<file path="src/rtl/dpram_block_reader.sv">
// Streams a block of consecutive RAM words onto a valid/ready output through a 2-entry buffer.
// The first word appears 3 cycles after start; back-pressure is absorbed by read credits, so no word is lost.
module dpram_block_reader #(
  parameter int DATA_W = 8,
  parameter int ADDR_W = 4
) (
  input  logic              clk,
  input  logic              rst_n,
  input  logic              start,
  input  logic [ADDR_W-1:0] start_addr,
  input  logic [ADDR_W:0]   length,
  output logic              busy,
  output logic              done,
  output logic              ram_rd_en,
  output logic [ADDR_W-1:0] ram_rd_addr,
  input  logic [DATA_W-1:0] ram_rd_data,
  output logic              out_valid,
  output logic [DATA_W-1:0] out_data,
  output logic              out_last,
  input  logic              out_ready
);

  typedef enum logic [1:0] {IDLE, READ, DRAIN, DONE} state_t;

  state_t            state, state_nxt;
  logic [ADDR_W-1:0] next_addr, last_addr;
  logic [ADDR_W:0]   len_q, issued, delivered;
  logic              rd_pend;
  logic [DATA_W-1:0] buf_mem [2];
  logic              wr_ptr, rd_ptr;
  logic [1:0]        count;
  logic [2:0]        occ;
  logic              pop, issue;

  assign pop       = out_valid && out_ready;
  assign out_valid = (count != 2'd0);
  assign out_data  = buf_mem[rd_ptr];
  assign out_last  = out_valid && ((delivered + 1'b1) == len_q);
  assign busy      = (state != IDLE);

  // Words already buffered plus the one in flight must leave room for the next read.
  assign occ   = {1'b0, count} + {2'b00, rd_pend};
  assign issue = (state == READ) && (issued != len_q) && ((occ - {2'b00, pop}) < 3'd2);

  assign ram_rd_en   = issue;
  assign ram_rd_addr = issue ? next_addr : last_addr;

  always_comb begin
    state_nxt = state;
    done      = 1'b0;
    case (state)
      IDLE: begin
        if (start) state_nxt = (length == '0) ? DONE : READ;
      end
      READ: begin
        if (issue && ((issued + 1'b1) == len_q)) state_nxt = DRAIN;
      end
      DRAIN: begin
        if (!rd_pend && ((count == 2'd0) || (count == 2'd1 && pop))) state_nxt = DONE;
      end
      DONE: begin
        done      = 1'b1;
        state_nxt = IDLE;
      end
      default: state_nxt = IDLE;
    endcase
  end

  always_ff @(posedge clk or negedge rst_n) begin
    if (!rst_n) begin
      state     <= IDLE;
      next_addr <= '0;
      last_addr <= '0;
      len_q     <= '0;
      issued    <= '0;
      delivered <= '0;
      rd_pend   <= 1'b0;
      wr_ptr    <= 1'b0;
      rd_ptr    <= 1'b0;
      count     <= 2'd0;
      buf_mem[0] <= '0;
      buf_mem[1] <= '0;
    end else begin
      state   <= state_nxt;
      rd_pend <= issue;
      if (state == IDLE && start) begin
        next_addr <= start_addr;
        len_q     <= length;
        issued    <= '0;
        delivered <= '0;
      end
      if (issue) begin
        next_addr <= next_addr + 1'b1;
        last_addr <= next_addr;
        issued    <= issued + 1'b1;
      end
      // RAM data lands one cycle after the read was issued.
      if (rd_pend) begin
        buf_mem[wr_ptr] <= ram_rd_data;
        wr_ptr          <= ~wr_ptr;
      end
      if (pop) begin
        rd_ptr    <= ~rd_ptr;
        delivered <= delivered + 1'b1;
      end
      count <= count + {1'b0, rd_pend} - {1'b0, pop};
    end
  end

endmodule
</file>
<file path="config.mk">
export PLATFORM = sky130hd
export DESIGN_NAME = dpram_block_reader
export DESIGN_NICKNAME = d
export VERILOG_FILES = /design/src/rtl/dpram_block_reader.sv
export SDC_FILE = /design/constraint.sdc
export NUM_CORES = 1
export LEC_CHECK = 0
export ABC_AREA = 1
export BUFFER_PORTS_ARGS = -buffer_cell sky130_fd_sc_hd__buf_4
export CORE_ASPECT_RATIO = 1.1
export CORE_MARGIN = 4
export CORE_UTILIZATION = 51
export DETAILED_ROUTE_END_ITERATION = 10
export GPL_ROUTABILITY_DRIVEN = 0
export PLACE_DENSITY_LB_ADDON = 0.15
export SYNTH_ARGS = -nofsm -noshare
export SYNTH_HDL_FRONTEND = slang
export SYNTH_SLANG_ARGS = --single-unit
export TNS_END_PERCENT = 5
</file>
<file path="constraint.sdc">
create_clock -name clk -period 2.95 [get_ports clk]
set_input_delay 0.59 -clock clk [delete_from_list [all_inputs] [get_ports clk]]
set_output_delay 0.59 -clock clk [all_outputs]
set_load 0.02 [all_outputs]
</file>
After elaboration in Yosys (flattened, before gate mapping)
Cells that the tools add are included.
{"block": "classes", "n_addsub": 7, "order_cmp": 4, "n_eq_ne": 10, "n_mux": 18, "n_bitwise": 4, "n_reduce_logical": 19}
{"cell": "8-bit two-way mux", "count": 4}
{"cell": "16-bit bitwise mux", "count": 1}
{"cell": "5-bit two-way mux", "count": 3}
{"cell": "4-bit two-way mux", "count": 3}
{"cell": "5-bit by 1-bit adder with 5-bit output (second input constant)", "count": 2}
{"cell": "5-bit equality test", "count": 2}
{"cell": "1-bit logical AND", "count": 9}
{"cell": "8-bit demux with 1-bit select", "count": 1}
{"cell": "2-bit two-way mux", "count": 4}
{"cell": "2-bit one-hot mux with 4 select lines", "count": 1}
{"cell": "2-bit nonzero test", "count": 4}
{"cell": "5-bit logical NOT", "count": 1}
{"cell": "5-bit inequality test", "count": 1}
{"cell": "4-bit by 1-bit adder with 4-bit output (second input constant)", "count": 1}
{"cell": "2-bit by 1-bit equality test with 1-bit output (second input constant)", "count": 2}
{"cell": "2-bit equality test (second input constant)", "count": 2}
{"cell": "2-bit greater-or-equal comparator (second input constant)", "count": 2}
{"cell": "2-bit logical NOT", "count": 2}
{"cell": "2-bit inequality test (second input constant)", "count": 2}
{"cell": "1-bit NOT with 2-bit output", "count": 2}
{"cell": "2-bit by 1-bit adder with 3-bit output", "count": 1}
{"cell": "3-bit by 2-bit less-than comparator with 1-bit output (second input constant)", "count": 1}
{"cell": "3-bit AND reduction", "count": 1}
{"cell": "3-bit by 1-bit subtractor with 3-bit output", "count": 1}
{"cell": "other kinds (8)", "count": 9}
{"block": "totals", "reg_bits": 46, "out_inout_bits": 17, "wordCells": 74}

Logic depth before layout (Yosys ltp)
{"block": "logic_depth", "depth_word": 8, "depth_mapped": 19, "depth_no_buf": 18}

Worst setup path before layout
OpenSTA, ideal clock, no wires.
{"block": "synth_timing", "kind": "register to output", "start": "register count[1]", "end": "output port ram_rd_addr[0]", "arrival_ns": 2.458, "t_required_ns": 2.360, "slack_ns": -0.098, "path_stages_with_launch": 18, "n_path_buf": 1, "path_cell_list": "dfrtp_1 -> inv_1 -> nand2_1 -> nand2_1 -> inv_1 -> nand2_1 -> nand2_1 -> ha_1 -> inv_1 -> fa_1 -> nand2_1 -> a21oi_1 -> o21ai_1 -> nor2_2 -> inv_1 -> buf_2 -> nand2_1 -> nand2_1"}
{"block": "synth_between", "elab_chain_len": 6, "elab_cells_between_ends": 7, "cone_classes": "add/sub (2); order compare (1); mux (1); reduce/logical (3)"}
{"item": "start: declaration", "line_no": "31", "rtl": "logic [1:0] count;"}
{"item": "start signal: assignment", "line_no": "106", "rtl": "count <= count + {1'b0, rd_pend} - {1'b0, pop};"}
{"item": "2-bit nonzero test", "line_no": "36", "rtl": "assign out_valid = (count != 2'd0);"}
{"item": "net out_valid", "line_no": "17", "rtl": "output logic out_valid,"}
{"item": "1-bit logical AND", "line_no": "35", "rtl": "assign pop = out_valid && out_ready;"}
{"item": "3-bit by 1-bit subtractor with 3-bit output", "line_no": "43", "rtl": "assign issue = (state == READ) && (issued != len_q) && ((occ - {2'b00, pop}) < 3'd2);"}
{"item": "3-bit by 2-bit less-than comparator with 1-bit output", "line_no": "43"}
{"item": "1-bit logical AND", "line_no": "43"}
{"item": "4-bit two-way mux"}
{"item": "end: declaration", "line_no": "15", "rtl": "output logic [ADDR_W-1:0] ram_rd_addr,"}
The timed path passes the listed nets, and every way through them passes these cells.

Final worst setup path
{"block": "layout_timing", "start": "register count[1]", "end": "output port ram_rd_addr[3]"}
{"block": "layout_between", "elab_chain_len": 6, "elab_cells_between_ends": 7, "cone_classes": "add/sub (2); order compare (1); mux (1); reduce/logical (3)"}
{"item": "branches (longest 2 deep; another with 2-bit by 1-bit adder with 3-bit output)"}
{"item": "3-bit by 1-bit subtractor with 3-bit output *", "line_no": "43"}
{"item": "3-bit by 2-bit less-than comparator with 1-bit output *", "line_no": "43"}
{"item": "1-bit logical AND *", "line_no": "43"}
{"item": "4-bit two-way mux *"}
Every way passes the cells marked *.

==> impl_metrics.tcl <==
set metrics [dict create \
    worst_slew_pin_slew_ns 0.593 \
    reg2reg_from "count[1]$_DFF_PN0_" \
    grt_pass1_wl_um 9090 \
    grt_util_all_layers 0.201 \
    switching_share 0.429 \
    yosys.area.top_type_share 0.477 \
    ys_top_cells_by_area "dfrtp_1 (48%), nand2_1 (16%), o21ai_0 (5.4%), inv_1 (5.1%), ha_1 (4.7%)" \
    hold_viol 0 \
    clkPwrFrac 0.130 \
    setup_violations 10 \
    pwr-share-seq 0.318 \
    clock_sinks 46 \
    clkTransAtPathRegs_ns 0.09 \
    layout_setup_ws_ns -0.291 \
    grt_pass1_vias 2011 \
    die_w_um 73.6 \
    h-tree-depth 2 \
    drv_cap 0 \
    area_growth_pct 32.1 \
    post-dp-hpwl_um 3490 \
    placementRows 25 \
    irDropWorstVdd_mv 0.579 \
    crit_path_start_kind "flip-flop" \
    viasPerCell 5.11 \
    floorplan.initialDensity 0.543 \
    ant_nets 0 \
    antenna_cells 0 \
    min_path_type "in2async" \
    tns_ns -1.82 \
    power_density_nw_per_um2 1140 \
    drive_above_1_share 0.304 \
    combPwrFrac 0.552 \
    relSlewSlack 0.605 \
    worst_r2r_path_depth 23 \
    drt_iter0_drc 93 \
    path_max_fanout 6 \
    cp.arrival_ns 2.65 \
    grt_max_degree 47 \
    seq_area_um2 1150 \
    ios 38 \
    wl_per_cell_um 13.7 \
    synth.largest_area_cell "dfrtp_1" \
    drc 0 \
    dr.pass1.iters 4 \
    fillCellCount 350 \
    grt_setup_unrepaired "yes" \
    avgSynthCellArea_um2 8.12 \
    wl_um 5770 \
    critPathRequiredTime_ns 2.36 \
    die_area_um2 5900 \
    r2r_setup_slack_ns -0.12 \
    r2r-end "delivered[3]$_DFFE_PN0P_" \
    netlist_instances 297 \
    cts_buffers 5 \
    syn_nets 328 \
    ys_seq_area_frac 0.477 \
    overflow 0 \
    coreArea_um2 4440 \
    fin_crit_ns 3.24 \
    root_buffer "clkbuf_8" \
    p_leak_nw 1.68 \
    multi_input_area_um2 1140 \
    finalCritPeriodShare 1.10 \
    critical_path_class "reg2out" \
    cts_tree "yes" \
    via_count 2157 \
    syn-cell-area_um2 2410 \
    grt_antenna_before_repair 0 \
    finClkSkew_ns 0.0114 \
    placed_area_um2 2780 \
    die_h_um 80.1 \
    num-nets-final 398 \
    switchingPower_w 0.00156 \
    ys_ff_latch 46 \
    synth_cell_types 27 \
    clk_latency_ns 0.31 \
    slew_viol_final 0 \
    internal_power_w 0.00207 \
    status "complete, but fails checks" \
    holdWs_ns 0.281 \
    port_buffers 37 \
    synth_warnings 0 \
    cp-end-kind "output pin" \
    fin_area_um2 3190 \
    max_freq_ghz 0.309 \
    cts_max_path_buffers 2 \
    violations "setup timing" \
]
==> cells in the mapped netlist (all sizes together) <==
library cell and count:
a32o 1, nor3 2, clkinv 2, a211oi 1, o22ai 3, nand2 108
nor2 11, dfrtp 46, xor2 10, buf 2, a21oi 4, clkbuf 4
inv 37, nand3 17, or2 4, o211ai 3, ha 9, xnor2 2
o21ai 30, fa 1
==> power groups by stage <==
stage / clock network (W) / logic, W / registers, W
floorplan: 0 / 0.00115 / 0.00108
global placement: 0 / 0.00158 / 0.00114
detailed placement: 0 / 0.00162 / 0.00114
CTS: 0.000480 / 0.00184 / 0.00114
global route: 0.000505 / 0.00222 / 0.00118
finish: 0.000471 / 0.00200 / 0.00115
==> sequential cells by signal, summed over array words and instances, names as in the netlist <==
register / count
rd_pend: 1
delivered: 5
state: 2
issued: 5
count: 2
len_q: 5
last_addr: 4
wr_ptr: 1
rd_ptr: 1
next_addr: 4
buf_mem: 16
==> cells in the final DEF, fill, tap and decap left out, drive strengths merged, types with 3 or more instances in the layout <==
| cell | instances |
|---|---|
| nand2 | 108 |
| dfrtp | 46 |
| nor2 | 11 |
| ha | 9 |
| or2 | 4 |
| xor2 | 10 |
| inv | 37 |
| clkbuf | 5 |
| nand3 | 17 |
| o22ai | 3 |
| o211ai | 3 |
| buf | 69 |
| o21ai | 30 |
| a21oi | 4 |
==> kinds of logic (layout without fill, tap and decap cells) <==
logic type | Yosys count | count (layout) | synth area share
simple gates | 142 | 142 | 0.248
flops | 46 | 46 | 0.477
buf+inv | 45 | 116 | 0.0736
compound gates | 42 | 42 | 0.103
xor+xnor | 12 | 12 | 0.0436
fa+ha+maj | 10 | 10 | 0.0550
==> cell type report <==
class | instances | area share
tap | 54 | 0.0212
inverter | 39 | 0.0460
timing repair buffer | 69 | 0.179
sequential | 46 | 0.361
multi-input combinational | 206 | 0.357
clock buffer | 5 | 0.0216
clock inverter | 3 | 0.0141
==> timing repair <==
action	4_1_cts	5_1_grt
resized for setup	23	14
endpoints found under the setup margin	5	10
buffers inserted	21	5
pin swaps	10	6
gates cloned	0	0
hold buffers	0	0
==> critical path: stages (launching register included) <==
cell and delay, ns:
dfrtp_1 0.39, inv_2 0.07, nand2_2 0.10, nand2_2 0.08, inv_2 0.08, nand2_2 0.06, nand2_2 0.08, ha_4 0.13
inv_2 0.03, fa_1 0.49, nand2_1 0.06, a21oi_1 0.10, o21ai_1 0.09, nor2_2 0.17, buf_6 0.16, nand2_2 0.05
nand2_2 0.07, buf_6 0.12
==> through the flow <==
stage | utilization | cells | setup slack [ns] | total power [W]
final | 0.717 | 422 | -0.291 | 0.00362
after floorplan | - | 297 | -0.0255 | 0.00223
after global routing | 0.717 | 422 | -0.430 | 0.00391
after global placement | 0.625 | 388 | -0.182 | 0.00272
after detailed placement | 0.625 | 388 | -0.227 | 0.00276
after CTS | 0.699 | 417 | -0.152 | 0.00345
==> how the worst max path moves through the flow <==
stage,startpoint,endpoint,slack [ns],cells after the start
after detailed placement,out_ready,ram_rd_addr[2],-0.23,14
after floorplan,out_ready,ram_rd_addr[1],-0.03,13
final,count[1]$_DFF_PN0_,ram_rd_addr[3],-0.29,17
after CTS,count[1]$_DFF_PN0_,ram_rd_addr[2],-0.15,17
after global placement,out_ready,ram_rd_addr[3],-0.18,14
after global routing,count[1]$_DFF_PN0_,ram_rd_addr[3],-0.43,17
==> metal layers <==
layer	track usage	routed length, um	vias to the layer above
li1	-	-	1074
met1	0.257	2450	1008
met2	0.331	2870	59
met3	0.0388	298	16
met4	0.0833	146	0
met5	0	0	-
Power figures use the tool's default switching activity.
